<file path="src/rtl/apb_master.sv">
// rtl/apb_master.sv - APB requester bridging a valid/ready command/response pair onto APB.
// One transfer in flight; an ACCESS phase held too long without PREADY is aborted as a timeout.
module apb_master #(
  parameter int AWIDTH  = 4,
  parameter int DWIDTH  = 8,
  parameter int TIMEOUT = 15
) (
  input  logic              PCLK,
  input  logic              PRESETn,
  input  logic              cmd_valid,
  output logic              cmd_ready,
  input  logic              cmd_write,
  input  logic [AWIDTH-1:0] cmd_addr,
  input  logic [DWIDTH-1:0] cmd_wdata,
  output logic              rsp_valid,
  input  logic              rsp_ready,
  output logic [DWIDTH-1:0] rsp_rdata,
  output logic              rsp_err,
  output logic              rsp_timeout,
  output logic              PSEL,
  output logic              PENABLE,
  output logic              PWRITE,
  output logic [AWIDTH-1:0] PADDR,
  output logic [DWIDTH-1:0] PWDATA,
  input  logic [DWIDTH-1:0] PRDATA,
  input  logic              PREADY,
  input  logic              PSLVERR
);

  typedef enum logic [1:0] {IDLE, SETUP, ACCESS} state_t;

  localparam logic [7:0] LP_TIMEOUT = 8'(TIMEOUT);

  state_t     r_state;
  logic [7:0] r_wait_cnt;

  // A pending response blocks new commands, which also guarantees an IDLE gap.
  assign cmd_ready = (r_state == IDLE) && !rsp_valid;

  always_ff @(posedge PCLK or negedge PRESETn) begin
    if (!PRESETn) begin
      r_state     <= IDLE;
      r_wait_cnt  <= 8'd0;
      PSEL        <= 1'b0;
      PENABLE     <= 1'b0;
      PWRITE      <= 1'b0;
      PADDR       <= '0;
      PWDATA      <= '0;
      rsp_valid   <= 1'b0;
      rsp_rdata   <= '0;
      rsp_err     <= 1'b0;
      rsp_timeout <= 1'b0;
    end else begin
      if (rsp_valid && rsp_ready) begin
        rsp_valid <= 1'b0;
      end

      case (r_state)
        IDLE: begin
          if (cmd_valid && cmd_ready) begin
            PWRITE     <= cmd_write;
            PADDR      <= cmd_addr;
            PWDATA     <= cmd_wdata;
            PSEL       <= 1'b1;
            PENABLE    <= 1'b0;
            r_wait_cnt <= 8'd0;
            r_state    <= SETUP;
          end
        end

        SETUP: begin
          PENABLE <= 1'b1;
          r_state <= ACCESS;
        end

        ACCESS: begin
          // PREADY is checked first so a late completer still wins over the timeout.
          if (PREADY) begin
            rsp_valid   <= 1'b1;
            rsp_rdata   <= PWRITE ? '0 : PRDATA;
            rsp_err     <= PSLVERR;
            rsp_timeout <= 1'b0;
            PSEL        <= 1'b0;
            PENABLE     <= 1'b0;
            r_state     <= IDLE;
          end else if (r_wait_cnt == LP_TIMEOUT) begin
            rsp_valid   <= 1'b1;
            rsp_rdata   <= '0;
            rsp_err     <= 1'b1;
            rsp_timeout <= 1'b1;
            PSEL        <= 1'b0;
            PENABLE     <= 1'b0;
            r_state     <= IDLE;
          end else begin
            r_wait_cnt <= r_wait_cnt + 8'd1;
          end
        end

        default: begin
          PSEL    <= 1'b0;
          PENABLE <= 1'b0;
          r_state <= IDLE;
        end
      endcase
    end
  end

endmodule

</file>
<file path="config.mk">
export PLATFORM = sky130hd
export DESIGN_NAME = apb_master
export DESIGN_NICKNAME = d
export VERILOG_FILES = /design/src/rtl/apb_master.sv
export SDC_FILE = /design/constraint.sdc
export NUM_CORES = 1
export LEC_CHECK = 0
export CAP_MARGIN = 20
export CORE_ASPECT_RATIO = 0.7
export CORE_MARGIN = 5
export CORE_UTILIZATION = 48
export DETAILED_ROUTE_END_ITERATION = 10
export PLACE_DENSITY = 0.87
export SLEW_MARGIN = 0
export SYNTH_ARGS = -nofsm -noshare
export SYNTH_HDL_FRONTEND = slang
export SYNTH_SLANG_ARGS = --single-unit
</file>
<file path="constraint.sdc">
create_clock -name PCLK -period 3.5 [get_ports PCLK]
set_clock_uncertainty 0.15 [all_clocks]
set_input_delay 0.7 -clock PCLK [delete_from_list [all_inputs] [get_ports PCLK]]
set_output_delay 0.7 -clock PCLK [all_outputs]
set_load 0.05 [all_outputs]
</file>
# [After elaboration in Yosys (flattened, before gate mapping)]
# Cells that the tools add are included.
[word_totals] register_bits=36 wordCells=56 output_inout_bits=27
[classes] reduce_logical=12 eq_ne=7 bitwise_logic=1 n_addsub=1 muxes=24
[ops] op="8-bit 2-to-1 mux" count=6
[ops] op="8-bit one-hot mux with 2 select lines" count=1
[ops] op="1-bit 2-to-1 mux" count=11
[ops] op="8-bit by 1-bit adder with 8-bit output (second input constant)" count=1
[ops] op="8-bit by 4-bit equality test with 1-bit output (second input constant)" count=1
[ops] op="2-bit 2-to-1 mux" count=3
[ops] op="1-bit one-hot mux with 3 select lines" count=2
[ops] op="2-bit one-hot mux with 3 select lines" count=1
[ops] op="2-bit AND reduction" count=3
[ops] op="2-bit != test (second input constant)" count=2
[ops] op="4-bit AND reduction" count=1
[ops] op="2-bit nonzero test" count=2
[ops] op="1-bit logical AND" count=3
[ops] op="3-bit != test (second input constant)" count=1
[ops] op="3-bit AND reduction" count=1
[ops] op="2-bit by 1-bit equality test with 1-bit output (second input constant)" count=1
[ops] op="2-bit equality test (second input constant)" count=1
[ops] op="2-bit zero test" count=1
[ops] op="2-bit by 1-bit != test with 1-bit output (second input constant)" count=1
[ops] op="1-bit zero test" count=1
[ops] op="1-bit inverter" count=1

# [Longest topological paths before layout]
[depth] depth_word=5 ltp_mapped=6 mapped_depth_nobuf=5

# [Least setup slack after synthesis]
# OpenSTA, ideal clock, no wires.
[synth_path] kind="register to output" from="reg rsp_valid" to="out cmd_ready" arrival_ns=1.717 t_required_ns=2.650 n_path_buf=0 path_stages_with_launch=2 path_slack_ns=0.933 cell_sequence="dfrtp_1 -> nor3_1"
[synth_via] elab_chain_len=2
[synth_lines] item="start: declaration" line_no="15" text="output logic rsp_valid,"
[synth_lines] item="start signal: assignment" line_no="49" text="rsp_valid <= 1'b0;"
[synth_lines] item="start signal: assignment" line_no="55" text="rsp_valid <= 1'b0;"
[synth_lines] item="start signal: assignment" line_no="79" text="rsp_valid <= 1'b1;"
[synth_lines] item="1-bit zero test" line_no="38" text="assign cmd_ready = (r_state == IDLE) && !rsp_valid;"
[synth_lines] item="1-bit logical AND" line_no="38"
[synth_lines] item="end: declaration" line_no="11" text="output logic cmd_ready,"
# No other way between the ends.

# [Final worst setup path]
[layout_path] from="reg r_state[1]" to="out cmd_ready"
[layout_via] elab_chain_len=2
[layout_lines] item="start: declaration" line_no="34" text="state_t r_state;"
[layout_lines] item="start signal: assignment" line_no="42" text="r_state <= IDLE;"
[layout_lines] item="start signal: assignment" line_no="67" text="r_state <= SETUP;"
[layout_lines] item="start signal: assignment" line_no="73" text="r_state <= ACCESS;"
[layout_lines] item="2-bit zero test" line_no="38"
[layout_lines] item="1-bit logical AND" line_no="38"
# No other way between the ends.

==> impl_results.md <==
* Status: finished, final reports clean
* Cts hold-fix bufs at 0
* FMAX at 0.372 GHz
* Vias in the first global route at 1312
* Internal power at 1.18 mW
* Num rows at 17
* #FFs+latches synth at 36
* First-pass GRT wire length at 6400 µm
* Placed insts at 208
* Pins Over Slew Limit at 0
* YS warnings at 0
* Worst Setup Start Kind: flop
* H-Tree Depth at 2
* Final instance area at 0.00218 mm²
* Port-buffer cells at 53
* Num CTS Buffers at 5
* Layout area overhead at 42.0%
* Final period util at 76.8%
* Setup WS pre-CTS at 1.04 ns
* Clock power frac at 13.8%
* Cell Count, Final, Fillers Out at 216
* Die width at 77.5 µm
* Top cells by area, synth: dfrtp_1 (59%), mux2_1 (6.6%), a22o_1 (5.1%)
* Placed Area at 0.00208 mm²
* Post-synth EDFFs at 0
* Mapped Nets at 147
* CP endpoint kind: output pin
* Initial DRC Count at 100
* Hold WS at 0.339 ns
* Psw at 1.05 mW
* Vias per std cell at 5.50
* Tmin final at 2.69 ns
* Slack of the critical path at 0.812 ns
* DRT Wirelength at 3800 µm
* Switching share of total power at 47.1%
* Kind of critical path: flop to output pin
* Peak supply drop at 660 µV
* Sequential fraction of design power at 31.1%
* Most frequent cells in the layout: clkdlybuf4s50_1 (52), dfrtp_1 (36), mux2_1 (9), a22o_1 (9), a21oi_1 (8)
* Yosys cell types at 34
* Post-CTS Resized at 0
* Routability cong. at 0.938
* Unrepaired setup endpoints after global routing: no
* Largest net degree at the start of global routing at 37
* Largest fanout on the critical path at 8
* Dpl hpwl at 2820 µm
* Die area at 0.00444 mm²
* Post-DRT Antenna Nets at 0
* Antenna cell count at 0
* Worst-Margin Slew at 0.805 ns
* Post-synth ARST share at 100%
* Max-cap violations at 0
* Crit path DAT at 1.84 ns
* Fillcell total at 220
* Core area at 0.00311 mm²
* CTS clock-pin slew for the worst setup and hold paths at 0.08 ns
* Leakage at 0.942 nW
* Setup Total Neg Slack at 0 ns
* Power Density at 1030 mW/mm²
* Worst-Skew Late Latency at 0.29 ns
* Synthesized area per cell at 12.9 µm²
* Hold/Removal Path Class: flop to flop
* Final setup fails at 0
* WP data required at 2.65 ns
* Clock tree sinks at 36
* Most common cell after layout, fill and taps aside: clkdlybuf4s50_1
* Final nets at 205
* Clock tree from TritonCTS: yes
* Fin. Hold Viols at 0
* Register area share after synthesis at 58.8%
* Antenna violations before repair at 0
* Flop-to-flop setup slack at 1.54 ns
* Ports at 54
* Post-route DRC at 0
* Tot GR Track Use at 18.4%
* CTS Root Cell: clkbuf_8
* Die height at 57.3 µm
* Grt total ovfl at 0
* Mapped Area at 0.00153 mm²
* Syn Inst Count at 119
* Vias at 1187
* Share of the synthesized area in the top cell type at 58.8%
* Post-CTS setup buffers at 0
* Slew HR at 46.3%
* Main synth FF type: dfrtp_1
* Initial Util at 49.4%
* DR WL/cell at 17.6 µm
* Pre-Repair DR Iteration Count at 4
* Layout cell share with drive strength beyond 1 at 12.9%
* Largest area contributor in the netlist: dfrtp_1
* Combinational share of power at 55.1%
* Longest Clk Path Bufs at 2
## area by class of cell
class | count | area [µm²] | share of cell area (%)
clock inverters | 1 | 7.51 | 0.345
well taps | 38 | 47.5 | 2.18
repair buffers | 54 | 533 | 24.5
multi-input cells | 75 | 583 | 26.8
clock buffers | 7 | 86.3 | 3.97
flip-flops and latches | 36 | 901 | 41.4
inverters | 5 | 18.8 | 0.862
## worst max-delay path, stage by stage (launching register included)
cell and delay [ns]:
dfrtp_1 0.48, nor3_1 0.22, clkdlybuf4s50_1 0.85
## final timing paths
check                           cells past startpoint                   endpoint                 startpoint
max in group asynchronous                           1  r_wait_cnt[5]$_DFFE_PN0P_                    PRESETn
min in group asynchronous                           1  r_wait_cnt[4]$_DFFE_PN0P_                    PRESETn
worst max-delay path                                2                  cmd_ready     r_state[1]$_DFFE_PN0P_
worst min-delay path                                1           PSEL$_DFFE_PN0P_           PSEL$_DFFE_PN0P_
worst min register to register                      1           PSEL$_DFFE_PN0P_           PSEL$_DFFE_PN0P_
worst max register to register                      4  r_wait_cnt[6]$_DFFE_PN0P_  r_wait_cnt[4]$_DFFE_PN0P_
## Yosys cell counts (all sizes together) (2+ instances only)
cell and instances:
a21oi 8, nor3b 2, mux2 13, nand2b 2, nand2 7, dfrtp 36
a31oi 3, nor2 3, a22o 9, o21ai 8, and3 3, inv 5
nand3 4, a21o 2, buf 3
## per-stage QoR
step	power, mW	util (%)
3_3_place_gp	1.90	67.1
4_1_cts	2.25	70.1
2_1_floorplan	1.52	-
3_5_place_dp	1.94	67.1
6_report	2.23	70.1
5_1_grt	2.35	70.1
## flip-flops by register name, indices dropped and copies added, names as in the netlist
| signal | flops |
|---|---|
| PENABLE | 1 |
| rsp_timeout | 1 |
| rsp_valid | 1 |
| PADDR | 4 |
| r_wait_cnt | 8 |
| r_state | 2 |
| PWDATA | 8 |
| rsp_err | 1 |
| PWRITE | 1 |
| PSEL | 1 |
| rsp_rdata | 8 |
## power groups by stage
stage	sequential, mW	combinational (mW)	clock, mW
2_1_floorplan	1.18	0.337	0
3_3_place_gp	0.687	1.21	0
3_5_place_dp	0.700	1.24	0
4_1_cts	0.696	1.24	0.313
5_1_grt	0.720	1.29	0.337
6_report	0.695	1.23	0.309
## kinds of logic (layout without fill, tap and decap cells)
family | Yosys count | in the layout | synth area share [%]
xor gates and xnor gates | 1 | 1 | 0.572
AOI/OAI and AO/OA | 34 | 34 | 16.2
adders and majority gates | 1 | 1 | 0.816
buffers and inverters | 8 | 67 | 3.18
DFF | 36 | 36 | 58.8
and+or+nand+nor | 26 | 26 | 10.9
muxes | 13 | 13 | 9.55
## per-layer routing
metal / global-route usage (%) / up-vias / share of wire (%)
li1: - / 548 / -
met1: 22.7 / 578 / 42
met2: 28.5 / 55 / 47
met3: 8.36 / 6 / 9.8
met4: 6.62 / 0 / 1.1
met5: 0 / - / 0
Power figures use the tool's default switching activity.
